## config.mk

```make
export PLATFORM = sky130hd
export DESIGN_NAME = simple_uart
export DESIGN_NICKNAME = d
export VERILOG_FILES = /design/src/rtl/simple_uart_pkg.sv /design/src/rtl/simple_uart_rx.sv /design/src/rtl/simple_uart.sv
export SDC_FILE = /design/constraint.sdc
export NUM_CORES = 1
export LEC_CHECK = 0
export ABC_AREA = 1
export CORE_MARGIN = 8
export CORE_UTILIZATION = 60
export DETAILED_ROUTE_END_ITERATION = 6
export PLACE_DENSITY = 0.82
export SYNTH_ARGS = -nofsm -noshare
export SYNTH_HDL_FRONTEND = slang
export SYNTH_HIERARCHICAL = 1
export SYNTH_SLANG_ARGS = --single-unit
```

## constraint.sdc

```tcl
create_clock -name clk -period 4.08 [get_ports clk]
set_input_delay 0.612 -clock clk [delete_from_list [all_inputs] [get_ports clk]]
set_output_delay 0.612 -clock clk [all_outputs]
set_load 0.01 [all_outputs]
```

## src/rtl/simple_uart_pkg.sv

```systemverilog
// simple_uart_pkg: shared FSM state type and baud divider helper for the UART
package simple_uart_pkg;
    typedef enum logic [1:0] {IDLE, START, DATA, STOP} state_t;
    function automatic int calc_div(input int clk_hz, input int baud);
        return clk_hz / baud;
    endfunction
endpackage

```

## src/rtl/simple_uart_rx.sv

```systemverilog
// simple_uart_rx: 2-FF synchronizer and 8N1 receive FSM producing a byte with a done pulse
module simple_uart_rx import simple_uart_pkg::*; #(
    parameter int DIV = 512
) (
    input  logic       clk,
    input  logic       reset,
    input  logic       ser_rx,
    output logic [7:0] data,
    output logic       done
);
    localparam int CW = $clog2(DIV) + 1;
    localparam logic [CW-1:0] HALF = CW'(DIV / 2 - 1);
    localparam logic [CW-1:0] FULL = CW'(DIV - 1);
    logic s1, s2, ferr;
    state_t state;
    logic [CW-1:0] cnt;
    logic [2:0] idx;
    always_ff @(posedge clk) begin
        if (reset) begin
            s1 <= 1'b1;
            s2 <= 1'b1;
            state <= IDLE;
            cnt <= '0;
            idx <= '0;
            ferr <= 1'b0;
            done <= 1'b0;
            data <= '0;
        end else begin
            s1 <= ser_rx;
            s2 <= s1;
            done <= 1'b0;
            case (state)
                IDLE: if (!s2) begin
                    state <= START;
                    cnt <= '0;
                end
                START: if (cnt == HALF) begin
                    state <= s2 ? IDLE : DATA;
                    cnt <= '0;
                    idx <= '0;
                end else cnt <= cnt + CW'(1);
                DATA: if (cnt == FULL) begin
                    data <= {s2, data[7:1]};
                    cnt <= '0;
                    if (idx == 3'd7) state <= STOP;
                    else idx <= idx + 3'd1;
                end else cnt <= cnt + CW'(1);
                STOP: if (ferr) begin
                    if (s2) begin
                        ferr <= 1'b0;
                        state <= IDLE;
                    end
                end else if (cnt == FULL) begin
                    if (s2) begin
                        done <= 1'b1;
                        state <= IDLE;
                    end else ferr <= 1'b1;
                end else cnt <= cnt + CW'(1);
                default: state <= IDLE;
            endcase
        end
    end
endmodule

```

## src/rtl/simple_uart.sv

```systemverilog
// simple_uart: 8N1 full-duplex UART with a one-byte receive buffer and a one-byte transmit path
module simple_uart import simple_uart_pkg::*; #(
    parameter int CLOCK_FREQUENCY = 16000000,
    parameter int BAUD_RATE = 31250
) (
    input  logic       clk,
    input  logic       reset,
    input  logic       ser_rx,
    output logic       ser_tx,
    input  logic       reg_dat_re,
    output logic [7:0] reg_dat_do,
    output logic       recv_buf_valid,
    input  logic       reg_dat_we,
    input  logic [7:0] reg_dat_di,
    output logic       tx_busy
);
    localparam int DIV = calc_div(CLOCK_FREQUENCY, BAUD_RATE);
    localparam int CW = $clog2(DIV) + 1;
    localparam logic [CW-1:0] FULL = CW'(DIV - 1);
    if (DIV < 4) begin : g_div_check
        $error("simple_uart: CLOCK_FREQUENCY/BAUD_RATE must be at least 4");
    end
    logic [7:0] rx_data, rx_buf, tx_sh;
    logic rx_done;
    state_t tx_state;
    logic [CW-1:0] tx_cnt;
    logic [2:0] tx_idx;
    simple_uart_rx #(.DIV(DIV)) u_rx (
        .clk(clk),
        .reset(reset),
        .ser_rx(ser_rx),
        .data(rx_data),
        .done(rx_done)
    );
    always_ff @(posedge clk) begin
        if (reset) begin
            recv_buf_valid <= 1'b0;
            rx_buf <= '0;
        end else if (rx_done) begin
            recv_buf_valid <= 1'b1;
            rx_buf <= rx_data;
        end else if (reg_dat_re) recv_buf_valid <= 1'b0;
    end
    assign reg_dat_do = recv_buf_valid ? rx_buf : 8'hFF;
    always_ff @(posedge clk) begin
        if (reset) begin
            tx_state <= IDLE;
            tx_cnt <= '0;
            tx_idx <= '0;
            tx_sh <= '0;
        end else begin
            case (tx_state)
                IDLE: if (reg_dat_we) begin
                    tx_state <= START;
                    tx_sh <= reg_dat_di;
                    tx_cnt <= '0;
                end
                START: if (tx_cnt == FULL) begin
                    tx_state <= DATA;
                    tx_cnt <= '0;
                    tx_idx <= '0;
                end else tx_cnt <= tx_cnt + CW'(1);
                DATA: if (tx_cnt == FULL) begin
                    tx_cnt <= '0;
                    if (tx_idx == 3'd7) tx_state <= STOP;
                    else begin
                        tx_idx <= tx_idx + 3'd1;
                        tx_sh <= tx_sh >> 1;
                    end
                end else tx_cnt <= tx_cnt + CW'(1);
                STOP: if (tx_cnt == FULL) tx_state <= IDLE;
                else tx_cnt <= tx_cnt + CW'(1);
                default: tx_state <= IDLE;
            endcase
        end
    end
    assign ser_tx = tx_state == START ? 1'b0 : tx_state == DATA ? tx_sh[0] : 1'b1;
    assign tx_busy = tx_state != IDLE;
endmodule

```

Yosys cells after proc, flatten, opt, wreduce, memory -nomap -nowiden
Index checks and enable logic that the tools add are counted.
{ "totals": {"elab_cells": 109, "out_inout_bits": 11, "reg_bits": 59, "in_bits": 13} }
{ "classes": {"reduce_logical": 17, "n_addsub": 4, "mux": 46, "eq_ne": 26, "bitwise_logic": 2} }
{ "op_table": {"columns": ["operator", "count"], "rows": [
  ["$mux 10", 8],
  ["$pmux 10 s4", 1],
  ["$mux 8", 4],
  ["$pmux 10 s3", 1],
  ["$mux 2", 13],
  ["$ne 2x2->1 const B", 11],
  ["$add 10x1->10 const B", 2],
  ["$eq 10x9->1 const B", 2],
  ["$mux 3", 6],
  ["$pmux 2 s4", 2],
  ["$pmux 8 s2", 1],
  ["$pmux 3 s2", 2],
  ["$reduce_and 4->1", 3],
  ["$eq 10x8->1 const B", 1],
  ["$reduce_and 5->1", 2],
  ["$reduce_bool 2->1", 5],
  ["$eq 2x2->1 const B", 4],
  ["$mux 1", 8],
  ["$add 3x1->3 const B", 2],
  ["$eq 3x3->1 const B", 2],
  ["$ne 2x1->1 const B", 3],
  ["$eq 2x1->1 const B", 2],
  ["$logic_not 2->1", 2],
  ["$reduce_and 2->1", 2],
  ["other kinds (5)", 6]
]} }

Logic depth before layout (Yosys ltp)
{ "depth": {"ltp_word": 4, "depth_mapped": 11, "depth_no_buf": 11} }

Hierarchy
Netlist, hierarchy kept.
{ "modules_own_cells": {"columns": ["mod", "cells_per_inst", "instances", "area_each_um2", "seq_area_each_um2"], "rows": [
  ["simple_uart", 236, 1, 1725.4, 640.6],
  ["simple_uart_rx", 203, 1, 1456.4, 540.5]
]} }

Worst setup path after synthesis
Ideal clock, no wire load.
{ "synth_path": {"path_type": "reg2out", "startpoint": "register tx_state[0]", "endpoint": "output port ser_tx", "slack_ns": 2.322, "path_buffers": 2, "required_ns": 3.468, "stages_incl_launch_ff": 6, "arrival_ns": 1.146, "cell_sequence": "dfxtp_1 -> inv_1 -> ha_1 -> buf_6 -> buf_2 -> a21oi_1"} }
{ "synth_between": {"elab_chain_cells": 3, "elab_cells_between_ends": 4, "classes_between": "eq/ne (2); mux (2)"} }
{ "synth_lines": {"columns": ["element", "line_no", "text"], "rows": [
  ["start, declared", "simple_uart.sv:25", "state_t tx_state;"],
  ["start signal, assigned", "simple_uart.sv:47", "tx_state <= IDLE;"],
  ["start signal, assigned", "simple_uart.sv:54", "tx_state <= START;"],
  ["start signal, assigned", "simple_uart.sv:59", "tx_state <= DATA;"],
  ["$eq 2x2->1", "simple_uart.sv:77", "assign ser_tx = tx_state == START ? 1'b0 : tx_state == DATA ? tx_sh[0] : 1'b1;"],
  ["$mux 1", "simple_uart.sv:77", null],
  ["$mux 1 (*)", "simple_uart.sv:77", null],
  ["end, declared", "simple_uart.sv:9", "output logic ser_tx,"]
]} }
Every way passes the cells marked *; elsewhere a longest branch is shown, timed or not.

Final worst setup path
Same ends and word-level chain as after synthesis.

==> results by group <==
Cells and area
  – Post-route cell area: 3660 um^2
  – Number of nets in the final layout: roughly 500
  – Layout cells sized above 1: 0.143
  – Area added between synthesis and finish: 15.1%
  – Core Util, Final: 0.717
  – Antenna Cells: 0
  – Non-filler cells, final: 538

Placed design
  – Total half-perimeter wirelength after legalization and detailed placement: 4790 um
  – Dpl cell area: 3440 um^2
  – Weighted congestion reported at the end of routability-driven placement: 0.887
  – # placed instances: approximately 520
  – Port buffer count: 23

Power and ir drop
  – Pleak: around 1.5 nW
  – Peak VDD IR: around 0.27 mV
  – Design Power: about 1.8 mW
  – Power per cell area: 478 nW/um^2

STA
  – Count of endpoints failing hold in the final timing report: 0
  – Setup Total Neg Slack: 0 ps
  – Setup repair after global routing missed its margin: false
  – Actual slew at the worst max-slew pin: 706 ps
  – Upper clock frequency limit: 0.376 GHz
  – Period minus WS final: 2660 ps
  – Clock skew after layout: 8.02 ps
  – Fin. max-slew vios: 0
  – Number of setup violations in the final report: 0
  – Fraction of the cycle the final worst path needs: 0.652
  – Max_slew headroom: 0.529

Drt
  – Average wire per standard cell: around 12 um
  – First-pass iteration count of the detailed router: 4
  – Vias post-DR: about 2800
  – Drt first-iter violations: just over 80
  – Post-route DRC violation count: 0
  – DRT Wirelength: 6720 um
  – Residual antenna-violating net count after detailed routing: 0
  – Via-to-Cell Ratio: 5.29

Floorplan
  – Number of top-level pins: 24
  – Rows: 26
  – Die width: 88.8 um
  – Core ar.: approximately 5100 um^2
  – Initial cell density of the core: 0.623
  – Die Y: just under 90 um
  – Full die area: 7890 um^2

Global routing
  – Maximum number of pins on one net before global-route repair: 20
  – Total congestion overflow after global routing: 0
  – First-pass GRT wire length: 11300 um
  – Number of global-route vias before repair: around 2600
  – GRT Overall Usage: 0.183
  – Initial antenna violation count: 0

CTS
  – Number of buffers added to fix hold violations after cts: 0
  – Root Driver: sky130_fd_sc_hd__clkbuf_8
  – Max Root-Sink Buffers: 2
  – Post-CTS Setup Bufs: 0
  – CTS buffer count: 9
  – Clock Sink Count: 59
  – Post-cts repair resize count: 0
  – Clock tree from TritonCTS: built
  – Clock slew seen by the registers of the worst setup and hold paths: 70 ps
  – Total number of H-tree levels: 3
  – Clock insertion delay at the later pin of the skew report: 340 ps

Worst setup path
  – Number of cells on the worst reg-to-reg path: 7
  – Setup Crit Path Kind: reg -> out
  – CP required: 3470 ps
  – Data arrival time at the worst-slack endpoint: 2050 ps
  – Maximum fanout count along the critical path: 18
  – Endpoint kind of the worst setup timing path: output port
  – Kind of launch point of the worst setup path: flip-flop

Yosys
  – Mapped Avg Cell Area: 7.25 um^2
  – Net count after synthesis: 462
  – Netlist cell types: 32
  – Summed instance area of the synthesized netlist: between 3000 and 4000 um^2
  – Synth warn: 6
  – Post-synthesis sequential area ratio: 0.371
  – Cell count after synthesis: 439
  – Number of synthesized register bits: 59

Run status
  – Result of the run: finished, final reports clean

Job
  – # Max-Cap Violations: 0

Hold path
  – Number of cells on the worst hold path: 1
  – Worst hold path type: reg -> reg
-- per-layer routing --
metal | vias to the layer above | part of all wire | global-route usage
li1 | 1471 | - | -
met4 | 0 | 0.017 | 0.0737
met5 | - | 0 | 0
met3 | 11 | 0.038 | 0.0511
met1 | 1311 | 0.46 | 0.220
met2 | 51 | 0.48 | 0.297
-- through the flow --
step | hold slack, ps | setup slack, ps
finish | 425 | 1420
detailed placement | 413 | 1680
floorplan | 389 | 2320
global route | 451 | 1280
global placement | 404 | 1750
CTS | 429 | 1410
-- critical path, cell delays in order (launching register included) --
cell	delay (ps)
sky130_fd_sc_hd__dfxtp_1	390
sky130_fd_sc_hd__inv_1	80
sky130_fd_sc_hd__ha_1	450
sky130_fd_sc_hd__a21oi_1	230
sky130_fd_sc_hd__clkdlybuf4s50_1	560
-- Yosys cell counts --
library cell / n / area share
sky130_fd_sc_hd__nand2_4: 6 / 0.021
sky130_fd_sc_hd__dfxtp_1: 59 / 0.37
sky130_fd_sc_hd__clkbuf_1: 4 / 0.0047
sky130_fd_sc_hd__a21boi_4: 1 / 0.0059
sky130_fd_sc_hd__buf_6: 3 / 0.011
sky130_fd_sc_hd__buf_2: 4 / 0.0063
sky130_fd_sc_hd__nor2_4: 6 / 0.021
sky130_fd_sc_hd__nand3_4: 2 / 0.011
sky130_fd_sc_hd__nor2_1: 59 / 0.070
sky130_fd_sc_hd__o211ai_2: 1 / 0.0039
sky130_fd_sc_hd__nand4_1: 11 / 0.022
sky130_fd_sc_hd__xor2_1: 2 / 0.0055
sky130_fd_sc_hd__nand3_2: 4 / 0.013
sky130_fd_sc_hd__inv_2: 3 / 0.0035
sky130_fd_sc_hd__nand2_2: 7 / 0.014
sky130_fd_sc_hd__or2_2: 2 / 0.0039
sky130_fd_sc_hd__mux2_2: 7 / 0.025
sky130_fd_sc_hd__o21ai_2: 1 / 0.0028
sky130_fd_sc_hd__nand3_1: 27 / 0.042
sky130_fd_sc_hd__nor2_2: 4 / 0.0079
sky130_fd_sc_hd__nand2_1: 89 / 0.10
sky130_fd_sc_hd__a21oi_2: 4 / 0.011
sky130_fd_sc_hd__nand4_2: 2 / 0.0079
sky130_fd_sc_hd__nor3_1: 1 / 0.0016
sky130_fd_sc_hd__o21ai_0: 22 / 0.035
sky130_fd_sc_hd__inv_1: 51 / 0.060
sky130_fd_sc_hd__o21ai_1: 1 / 0.0016
sky130_fd_sc_hd__nor3b_1: 2 / 0.0047
sky130_fd_sc_hd__clkinv_1: 1 / 0.0012
sky130_fd_sc_hd__a21oi_1: 42 / 0.066
sky130_fd_sc_hd__ha_1: 10 / 0.039
sky130_fd_sc_hd__o211ai_1: 1 / 0.0024
-- area by class of cell --
type | count | area [um^2]
Tap cell | 70 | 87.6
Clock buffer | 9 | 124
Fill cell | 416 | 1450
Sequential cell | 59 | 1180
Clock inverter | 7 | 100
Inverter | 55 | 206
Timing Repair Buffer | 24 | 238
Multi-Input combinational cell | 314 | 1730
-- state kept, by name, indices dropped and copies added (netlist names), named ones only --
signal and count:
recv_buf_valid 1, rx_buf 8, tx_cnt 10, tx_idx 3
tx_sh 8, tx_state 2, u_rx/cnt 10, u_rx/data 8
u_rx/done 1, u_rx/ferr 1, u_rx/idx 3, u_rx/s1 1
u_rx/s2 1, u_rx/state 1
-- placed cells by master (no fill, tap or decap), drive strengths merged, types with 2 or more instances in the layout --
cell and instances:
ha 10, clkdlybuf4s50 23, o21ai 24, o211ai 2
nor2 69, a21oi 46, inv 56, dfxtp 59
xor2 2, nand4 13, or2 2, nand2 102
clkinv 4, clkbuf 9, bufinv 2, nand3 33
nor3b 2, mux2 7
-- final timing paths --
check	start	end	slack [ps]
hold / removal	u_rx/s1	u_rx/s2	430
setup / recovery	tx_state[0]	ser_tx	1420
setup reg to reg	tx_state[0]	tx_sh[7]	1950
hold reg to reg	u_rx/s1	u_rx/s2	430
-- logic make-up after synthesis --
logic type / after synthesis / synth area share
AOI/OAI and AO/OA: 73 / 0.128
xor gates and xnor gates: 2 / 0.00551
adders and majority gates: 10 / 0.0393
buffers and inverters: 66 / 0.0865
DFF: 59 / 0.371
muxes: 7 / 0.0248
and+or+nand+nor: 222 / 0.344
-- power by group --
group / internal (mW) / leakage [nW] / switching (mW)
Clock: 0.349 / 0.114 / 0.255
Combinational: 0.177 / 0.863 / 0.297
Sequential: 0.634 / 0.478 / 0.0386
No activity file was read; power rests on OpenSTA's default activity.
